**config.mk**
```make
export PLATFORM = sky130hd
export DESIGN_NAME = debug_bus_gate
export DESIGN_NICKNAME = d
export VERILOG_FILES = /design/src/rtl/debug_bus_gate.sv
export SDC_FILE = /design/constraint.sdc
export NUM_CORES = 1
export LEC_CHECK = 0
export CORE_ASPECT_RATIO = 2
export CORE_MARGIN = 2
export CORE_UTILIZATION = 50
export DETAILED_ROUTE_END_ITERATION = 16
export PLACE_DENSITY = 0.71
export SLEW_MARGIN = 20
export SYNTH_ARGS = -nofsm -noshare
export SYNTH_HDL_FRONTEND = slang
export SYNTH_SLANG_ARGS = --single-unit
```
**constraint.sdc**
```tcl
create_clock -name clk -period 7.9 [get_ports clk]
set_clock_uncertainty 0.1 [all_clocks]
set_input_delay 1.185 -clock clk [delete_from_list [all_inputs] [get_ports clk]]
set_output_delay 1.185 -clock clk [all_outputs]
set_load 0.1 [all_outputs]
```
**src/rtl/debug_bus_gate.sv**
```systemverilog
// Debug bus gate: drives the arilla bus available/intercept controls for halt, resume and single-step.
// All outputs are registered (one-cycle response to requests); halt drains in-flight core transactions first.
module debug_bus_gate #(
  parameter int unsigned MaxOutstanding = 1,
  parameter int unsigned HaltTimeout    = 64,
  parameter bit          HaltOnReset    = 1'b0
) (
  input  logic       clk,
  input  logic       rst_n,
  input  logic       halt_req,
  input  logic       resume_req,
  input  logic       step_req,
  input  logic       core_req,
  input  logic       core_done,
  output logic       available,
  output logic       intercept,
  output logic       halted,
  output logic       halt_timeout,
  output logic [3:0] outstanding
);

  localparam logic [3:0]  MAX_OUT = 4'(MaxOutstanding);
  localparam logic [15:0] TO_LIM  = 16'(HaltTimeout);

  typedef enum logic [2:0] {
    ST_RUNNING,
    ST_HALT_PENDING,
    ST_HALTED,
    ST_STEP_ISSUE,
    ST_STEP_DRAIN
  } state_e;

  localparam state_e RESET_STATE = HaltOnReset ? ST_HALTED : ST_RUNNING;

  state_e      state_q, state_d;
  logic [15:0] to_cnt_q, to_cnt_d;
  logic        resume_pend_q, resume_pend_d;
  logic        timeout_d;
  logic [3:0]  out_d;
  logic        accept, retire, drained, resume_taken;
  logic        avail_d;

  always_comb begin
    accept        = core_req & available;
    // A completion with nothing in flight is spurious and must not wrap the count.
    retire        = core_done & (outstanding != 4'd0);
    out_d         = outstanding + {3'b000, accept} - {3'b000, retire};
    drained       = (out_d == 4'd0);
    state_d       = state_q;
    to_cnt_d      = to_cnt_q;
    timeout_d     = halt_timeout;
    resume_pend_d = resume_pend_q;
    resume_taken  = 1'b0;

    case (state_q)
      ST_RUNNING: begin
        if (halt_req) state_d = ST_HALT_PENDING;
      end
      ST_HALT_PENDING: begin
        if (resume_req) begin
          state_d      = ST_RUNNING;
          resume_taken = 1'b1;
        end else if (drained) begin
          state_d = ST_HALTED;
        end else begin
          if (to_cnt_q != TO_LIM) to_cnt_d = to_cnt_q + 16'd1;
          if (to_cnt_d == TO_LIM) timeout_d = 1'b1;
        end
      end
      ST_HALTED: begin
        if (resume_req) begin
          state_d      = ST_RUNNING;
          resume_taken = 1'b1;
        end else if (step_req) begin
          state_d = ST_STEP_ISSUE;
        end
      end
      ST_STEP_ISSUE: begin
        if (resume_req) begin
          state_d      = ST_RUNNING;
          resume_taken = 1'b1;
        end else if (halt_req) begin
          state_d = ST_HALT_PENDING;
        end else if (accept) begin
          state_d = ST_STEP_DRAIN;
        end
      end
      ST_STEP_DRAIN: begin
        // A resume seen mid-drain is remembered and honoured once the step completes.
        if (drained) begin
          resume_pend_d = 1'b0;
          if (resume_req || resume_pend_q) begin
            state_d      = ST_RUNNING;
            resume_taken = 1'b1;
          end else begin
            state_d = ST_HALTED;
          end
        end else if (resume_req) begin
          resume_pend_d = 1'b1;
        end
      end
      default: state_d = ST_HALTED;
    endcase

    if (resume_taken) begin
      to_cnt_d  = 16'd0;
      timeout_d = 1'b0;
    end

    avail_d = ((state_d == ST_RUNNING) || (state_d == ST_STEP_ISSUE)) && (out_d < MAX_OUT);
  end

  always_ff @(posedge clk) begin
    if (!rst_n) begin
      state_q       <= RESET_STATE;
      to_cnt_q      <= 16'd0;
      resume_pend_q <= 1'b0;
      halt_timeout  <= 1'b0;
      outstanding   <= 4'd0;
      available     <= ~HaltOnReset;
      intercept     <= HaltOnReset;
      halted        <= HaltOnReset;
    end else begin
      state_q       <= state_d;
      to_cnt_q      <= to_cnt_d;
      resume_pend_q <= resume_pend_d;
      halt_timeout  <= timeout_d;
      outstanding   <= out_d;
      available     <= avail_d;
      intercept     <= (state_d == ST_HALTED);
      halted        <= (state_d == ST_HALTED);
    end
  end

endmodule
```
# --- Word level (Yosys, flattened, before mapping) ---
# Cells that the tools add are included.
totals:
  reg_bits: 27
  in_bits: 7
  out_inout_bits: 8
  elab_cells: 58
op_classes:
  n_addsub: 3
  n_lt_le_gt_ge: 1
  eq_ne: 8
  n_mux: 21
  bitwise: 5
  reduce_logical: 13
ops:
  columns: ["op", "count"]
  rows:
  - ["two-way mux 16 bit", 4]
  - ["two-way mux 3 bit", 9]
  - ["adder 16 x 1 -> 16 bit (second input constant)", 1]
  - ["== test 16 x 7 -> 1 bit (second input constant)", 1]
  - ["inequality test 16 x 7 -> 1 bit (second input constant)", 1]
  - ["one-hot mux 3 bit (5 select lines)", 1]
  - ["== test 3 x 2 -> 1 bit (second input constant)", 4]
  - ["zero test 3 bit", 2]
  - ["two-way mux 1 bit", 5]
  - ["adder 4 x 1 -> 4 bit", 1]
  - ["zero test 4 bit", 1]
  - ["< comparator 4 x 1 -> 1 bit (second input constant)", 1]
  - ["AND reduction 4 bit", 1]
  - ["nonzero test 4 bit", 1]
  - ["subtractor 4 x 1 -> 4 bit", 1]
  - ["== test 3 x 1 -> 1 bit (second input constant)", 1]
  - ["== test 3 bit (second input constant)", 1]
  - ["inverter 1 bit", 3]
  - ["AND reduction 3 bit", 1]
  - ["OR reduction 3 bit", 1]
  - ["bitwise AND 1 bit", 2]
  - ["logical OR 1 bit", 2]
  - ["two-way mux 2 bit", 1]
  - ["one-hot mux 1 bit (2 select lines)", 1]
  - ["4 further kinds", 4]

# --- Logic depth before layout (Yosys ltp) ---
depth:
  word_depth: 10
  depth_mapped: 15

# --- Least setup slack after synthesis ---
# OpenSTA, ideal clock, no wires.
synth_path:
  path_type: "reg-to-reg"
  startpoint: "register outstanding[2]"
  endpoint: "register to_cnt_q[0]"
  t_arrival_ps: 3724
  t_required_ps: 7672
  setup_slack_ps: 3948
  path_stages_with_launch: 15
  n_path_buf: 1
  synth_period_minus_slack_ps: 3952
  path_cell_list: "dfxtp_1 inv_1 ha_1 inv_1 o31a_1 ha_1 inv_1 ha_1 fa_1 or3_1 a211oi_1 o21ai_1 o221ai_2 clkbuf_1 nor2_1"
synth_between:
  elab_chain_len: 7
  elab_cells_between_ends: 10
  cone_classes: "add/sub: 2; mux: 2; bitwise: 2; reduce/logical: 4"
synth_lines:
  columns: ["item", "line_no", "rtl"]
  rows:
  - ["from (decl)", "19", "output logic [3:0] outstanding"]
  - ["from (signal assigned)", "128", "outstanding <= out_d;"]
  - ["nonzero test 4 bit (*)", "46", "retire = core_done & (outstanding != 4'd0);"]
  - ["bitwise AND 1 bit (*)", "46", null]
  - ["subtractor 4 x 1 -> 4 bit (*)", "47", "out_d = outstanding + {3'b000, accept} - {3'b000, retire};"]
  - ["named net out_d[1]", "39", "logic [3:0] out_d;"]
  - ["zero test 4 bit (*)", "48", "drained = (out_d == 4'd0);"]
  - ["two-way mux 1 bit", "90", "if (drained) begin"]
  - ["one-hot mux 1 bit (2 select lines)", "55", "case (state_q)"]
  - ["OR reduction 2 bit (no line)", null, null]
  - ["to (signal assigned)", "125", "to_cnt_q <= to_cnt_d;"]
  - ["to (decl)", "36", "logic [15:0] to_cnt_q, to_cnt_d;"]
# The timed path passes the listed nets; every way through them passes the cells marked *.
# A chain may end at the register's enable or synchronous reset.

# --- Worst setup path after layout ---
layout_path:
  startpoint: "input port core_req"
  endpoint: "register halt_timeout"
layout_between:
  elab_chain_len: 7
  elab_cells_between_ends: 9
  cone_classes: "add/sub: 2; mux: 2; bitwise: 2; reduce/logical: 3"
layout_lines:
  columns: ["item", "line_no", "rtl"]
  rows:
  - ["from (decl)", "13", "input logic core_req,"]
  - ["bitwise AND 1 bit (*)", "44", "accept = core_req & available;"]
  - ["adder 4 x 1 -> 4 bit (*)", "47", null]
  - ["subtractor 4 x 1 -> 4 bit (*)", "47", null]
  - ["named net out_d[1]", "39", null]
  - ["zero test 4 bit (*)", "48", null]
  - ["two-way mux 1 bit", "90", null]
  - ["one-hot mux 1 bit (2 select lines)", "55", null]
  - ["OR reduction 2 bit (no line)", null, null]
  - ["to (signal assigned)", "127", "halt_timeout <= timeout_d;"]
  - ["to (decl)", "18", "output logic halt_timeout,"]
# Marks and branches as above.

==> impl_metrics.csv <==
group,metric,value,unit
critical_path,cp_max_fo,18,
logic_synthesis,postSynthAreaPerCell,8.36,µm²
finish,diodes,0,
sta,timing.slew.headroom,35.3,%
global_route,first_global_vias,1543,
global_route,grt_pass1_wl,6420,µm
finish,synthToLayoutAreaGrowth,9.15,%
floorplanning,core_area,3340,µm²
sta,clock.fmax,0.225,GHz
sta,timing.final.setup_violations,0,
floorplanning,boundaryPins,15,
sta,timing.final.hold_violations,0,
run,number_of_maximum_capacitance_constraint_violations,0,
logic_synthesis,postSynthCellCount,206,
clocking,cts.sink_count,27,
sta,rsz0062_at_grt,"no",
critical_path,worst-path-buf-inv,2,
global_route,grt.total_usage,21.4,%
floorplanning,die_y,87.0,µm
clocking,cts_inserted_buffers,3,
critical_path,critPathRequiredTime,7.94,ns
drt,ant_nets,0,
drt,wl,3760,µm
clocking,cts_root_buf,"clkbuf_8",
sta,final_report_max_slew_violation_count,0,
sta,finalCriticalPeriod,4.45,ns
floorplanning,die-width,45.5,µm
logic_synthesis,ffs_latches_synth,27,
clocking,cts_resized,0,
power_and_ir_drop,power.leakage,0.646,nW
clocking,hold_buffers,0,
clocking,level_count_of_the_clock_h_tree,1,
placed_design,io_buffer_count,14,
run_status,run_status,"finished, final reports clean",
logic_synthesis,synth_sequential_area_ratio,31.4,%
floorplanning,core.rowCount,30,
global_route,globalRouteOverflowTotal,0,
power_and_ir_drop,power_density,275,nW/µm²
floorplanning,floorplan.initialDensity,51.6,%
critical_path,crit_path_top_delay_cell,"o221ai_2",
placed_design,dpl.hpwl,2910,µm
critical_path,crit_path_cell_trace,"clkdlybuf4s50_1, nand2_1, ha_1, inv_1, ha_1, fa_1, or3_1, a211oi_1, o21ai_1, o221ai_2, or4_1, o22ai_1",
drt,drt-initial-drc-count,55,
clocking,cts.path.max_buffers,2,
logic_synthesis,number_of_enable_type_register_cells_in_the_synthesized_netlist,0,
sta,timing.final.crit_share,56.3,%
logic_synthesis,syn-num-nets,221,
clocking,post-cts-setup-buffers,0,
logic_synthesis,postSynth.topFlopCell,"dfxtp_1",
placed_design,worst_slack_at_placement,3.14,ns
critical_path,path_class,"in2reg",
drt,avgViaCountPerCell,6.18,
floorplanning,die_area,3960,µm²
finish,nNetsFinal,228,
sta,worst_slew_pin_slew,0.968,ns
global_route,largest_net_degree_at_the_start_of_global_routing,19,
finish,n_fill_cell,320,
clocking,cts_tree,"yes",
finish,post_route_cells_drive_above_1_share,5.19,%
logic_synthesis,synth_area,1720,µm²
critical_path,timing.critical_path.arrival,4.49,ns
global_route,grt_antenna_before_repair,0,
critical_path,critPathTopFamily,"compound AO/OA/AOI/OAI gates",
critical_path,timing.critical_path.slowest_cell_delay,0.66,ns
power_and_ir_drop,worst_ir_drop_vdd,225,µV
sta,setup_tns,0,ns
clocking,insertion_delay,0.27,ns
critical_path,critical_path.endpoint_type,"flop",
drt,wl_per_cell,15.4,µm
sta,finalWorstSetupSlack,3.45,ns
critical_path,worst_setup_path_start_kind,"input pin",
drt,dr_total_vias,1509,
logic_synthesis,synthDistinctLibCells,47,
clocking,clk_transition_reported_paths,0.09,ns
drt,drt_drc_violations_left,0,
logic_synthesis,ys.warnings.count,0,
drt,drtPass1Iterations,4,
placed_design,gp_congestion,0.854,
min_path,holdCritPathClass,"reg2reg",
logic_synthesis,asyncSetResetFlopFracSynth,0,%
critical_path,cp_common_cell,"ha_1",
## synth_stat cells, types with 2 or more instances
master	count	area share, %
dfxtp_1	27	31
nor2_1	27	5.9
inv_1	11	2.4
nand3_1	11	3.2
xor2_1	11	5.6
nand2_1	10	2.2
xnor2_1	10	5.1
nand4_1	9	3.3
a21oi_1	8	2.3
and2_1	8	2.9
ha_1	7	5.1
nor3_1	6	1.7
and3_1	5	1.8
clkbuf_1	5	1.1
a31oi_1	3	1.1
buf_2	3	0.87
buf_4	3	1.3
nor2b_1	3	1.1
or3_1	3	1.1
or4_1	3	1.3
a211o_1	2	1.0
a211oi_1	2	0.87
a21o_1	2	0.87
mux2i_1	2	1.2
nand2b_1	2	0.73
o22ai_1	2	0.73
## area by class of cell
class | count | area (µm²) | share of cell area, %
multi-input combinational | 156 | 1070 | 57.1
timing repair buffer | 14 | 140 | 7.45
tap | 32 | 40.0 | 2.13
inverter | 11 | 41.3 | 2.20
clock buffer | 4 | 45.0 | 2.40
sequential | 27 | 541 | 28.7
## cells by family (layout without fill, tap and decap cells)
logic type | count (synthesis) | count (layout) | synth area share [%]
AOI/OAI and AO/OA | 28 | 28 | 13.0
xor gates and xnor gates | 21 | 21 | 10.7
adders and majority gates | 8 | 8 | 6.25
buffers and inverters | 23 | 29 | 6.32
DFF | 27 | 27 | 31.4
muxes | 2 | 2 | 1.16
and+or+nand+nor | 97 | 97 | 31.2
## worst register-to-register path: stages (launching register included)
cell and delay (ns):
dfxtp_1 0.32, inv_1 0.08, ha_1 0.15, inv_1 0.05, o31a_1 0.27, ha_1 0.28
inv_1 0.04, ha_1 0.20, fa_1 0.49, or3_1 0.41, a211oi_1 0.25, o21ai_1 0.15
o221ai_2 0.66, or4_1 0.23, o22ai_1 0.06
## stage by stage
stage	cell area, µm²	instances	power, mW	hold WS, ns	util, %
2_1_floorplan	1720	206	0.377	0.387	-
3_3_place_gp	1840	240	0.426	0.359	54.9
3_5_place_dp	1840	240	0.439	0.363	54.9
4_1_cts	1880	244	0.519	0.378	56.3
5_1_grt	1880	244	0.545	0.415	56.3
6_report	1880	244	0.516	0.376	56.3
## power by group
| part | switching, mW | internal (mW) |
|---|---|---|
| registers | 0.0125 | 0.150 |
| logic | 0.183 | 0.0911 |
| clock network | 0.0433 | 0.0362 |
| total | 0.239 | 0.277 |
## final timing paths
path / startpoint / endpoint / slack, ns / cells past startpoint
worst max register to register: outstanding[2] / halt_timeout / 4.05 / 14
worst min-delay path: halt_timeout / halt_timeout / 0.38 / 2
worst min register to register: halt_timeout / halt_timeout / 0.38 / 2
worst max-delay path: core_req / halt_timeout / 3.45 / 12
## metal layers
layer	up-vias	global-route usage (%)	share of wire, %
li1	735	-	-
met1	727	19.8	36
met2	34	40.3	59
met3	13	2.07	1.9
met4	0	13.6	3.3
met5	-	0	0
## sequential cells by signal, summed over array words and instances (netlist names)
signal and cells:
state_q 3, available 1, to_cnt_q 16, halt_timeout 1, halted 1, resume_pend_q 1
outstanding 4
## layout by cell type, fill, tap and decap left out, types with 3 or more instances in the layout
master,instances
nor2b_1,3
nand3_1,11
dfxtp_1,27
a31oi_1,3
xor2_1,11
nand4_1,9
and2_1,8
clkbuf_8,3
nor3_1,6
nor2_1,27
or4_1,3
a21oi_1,8
clkdlybuf4s50_1,14
inv_1,11
and3_1,5
nand2_1,10
xnor2_1,10
ha_1,7
or3_1,3
(Power assumes the default switching activity.)
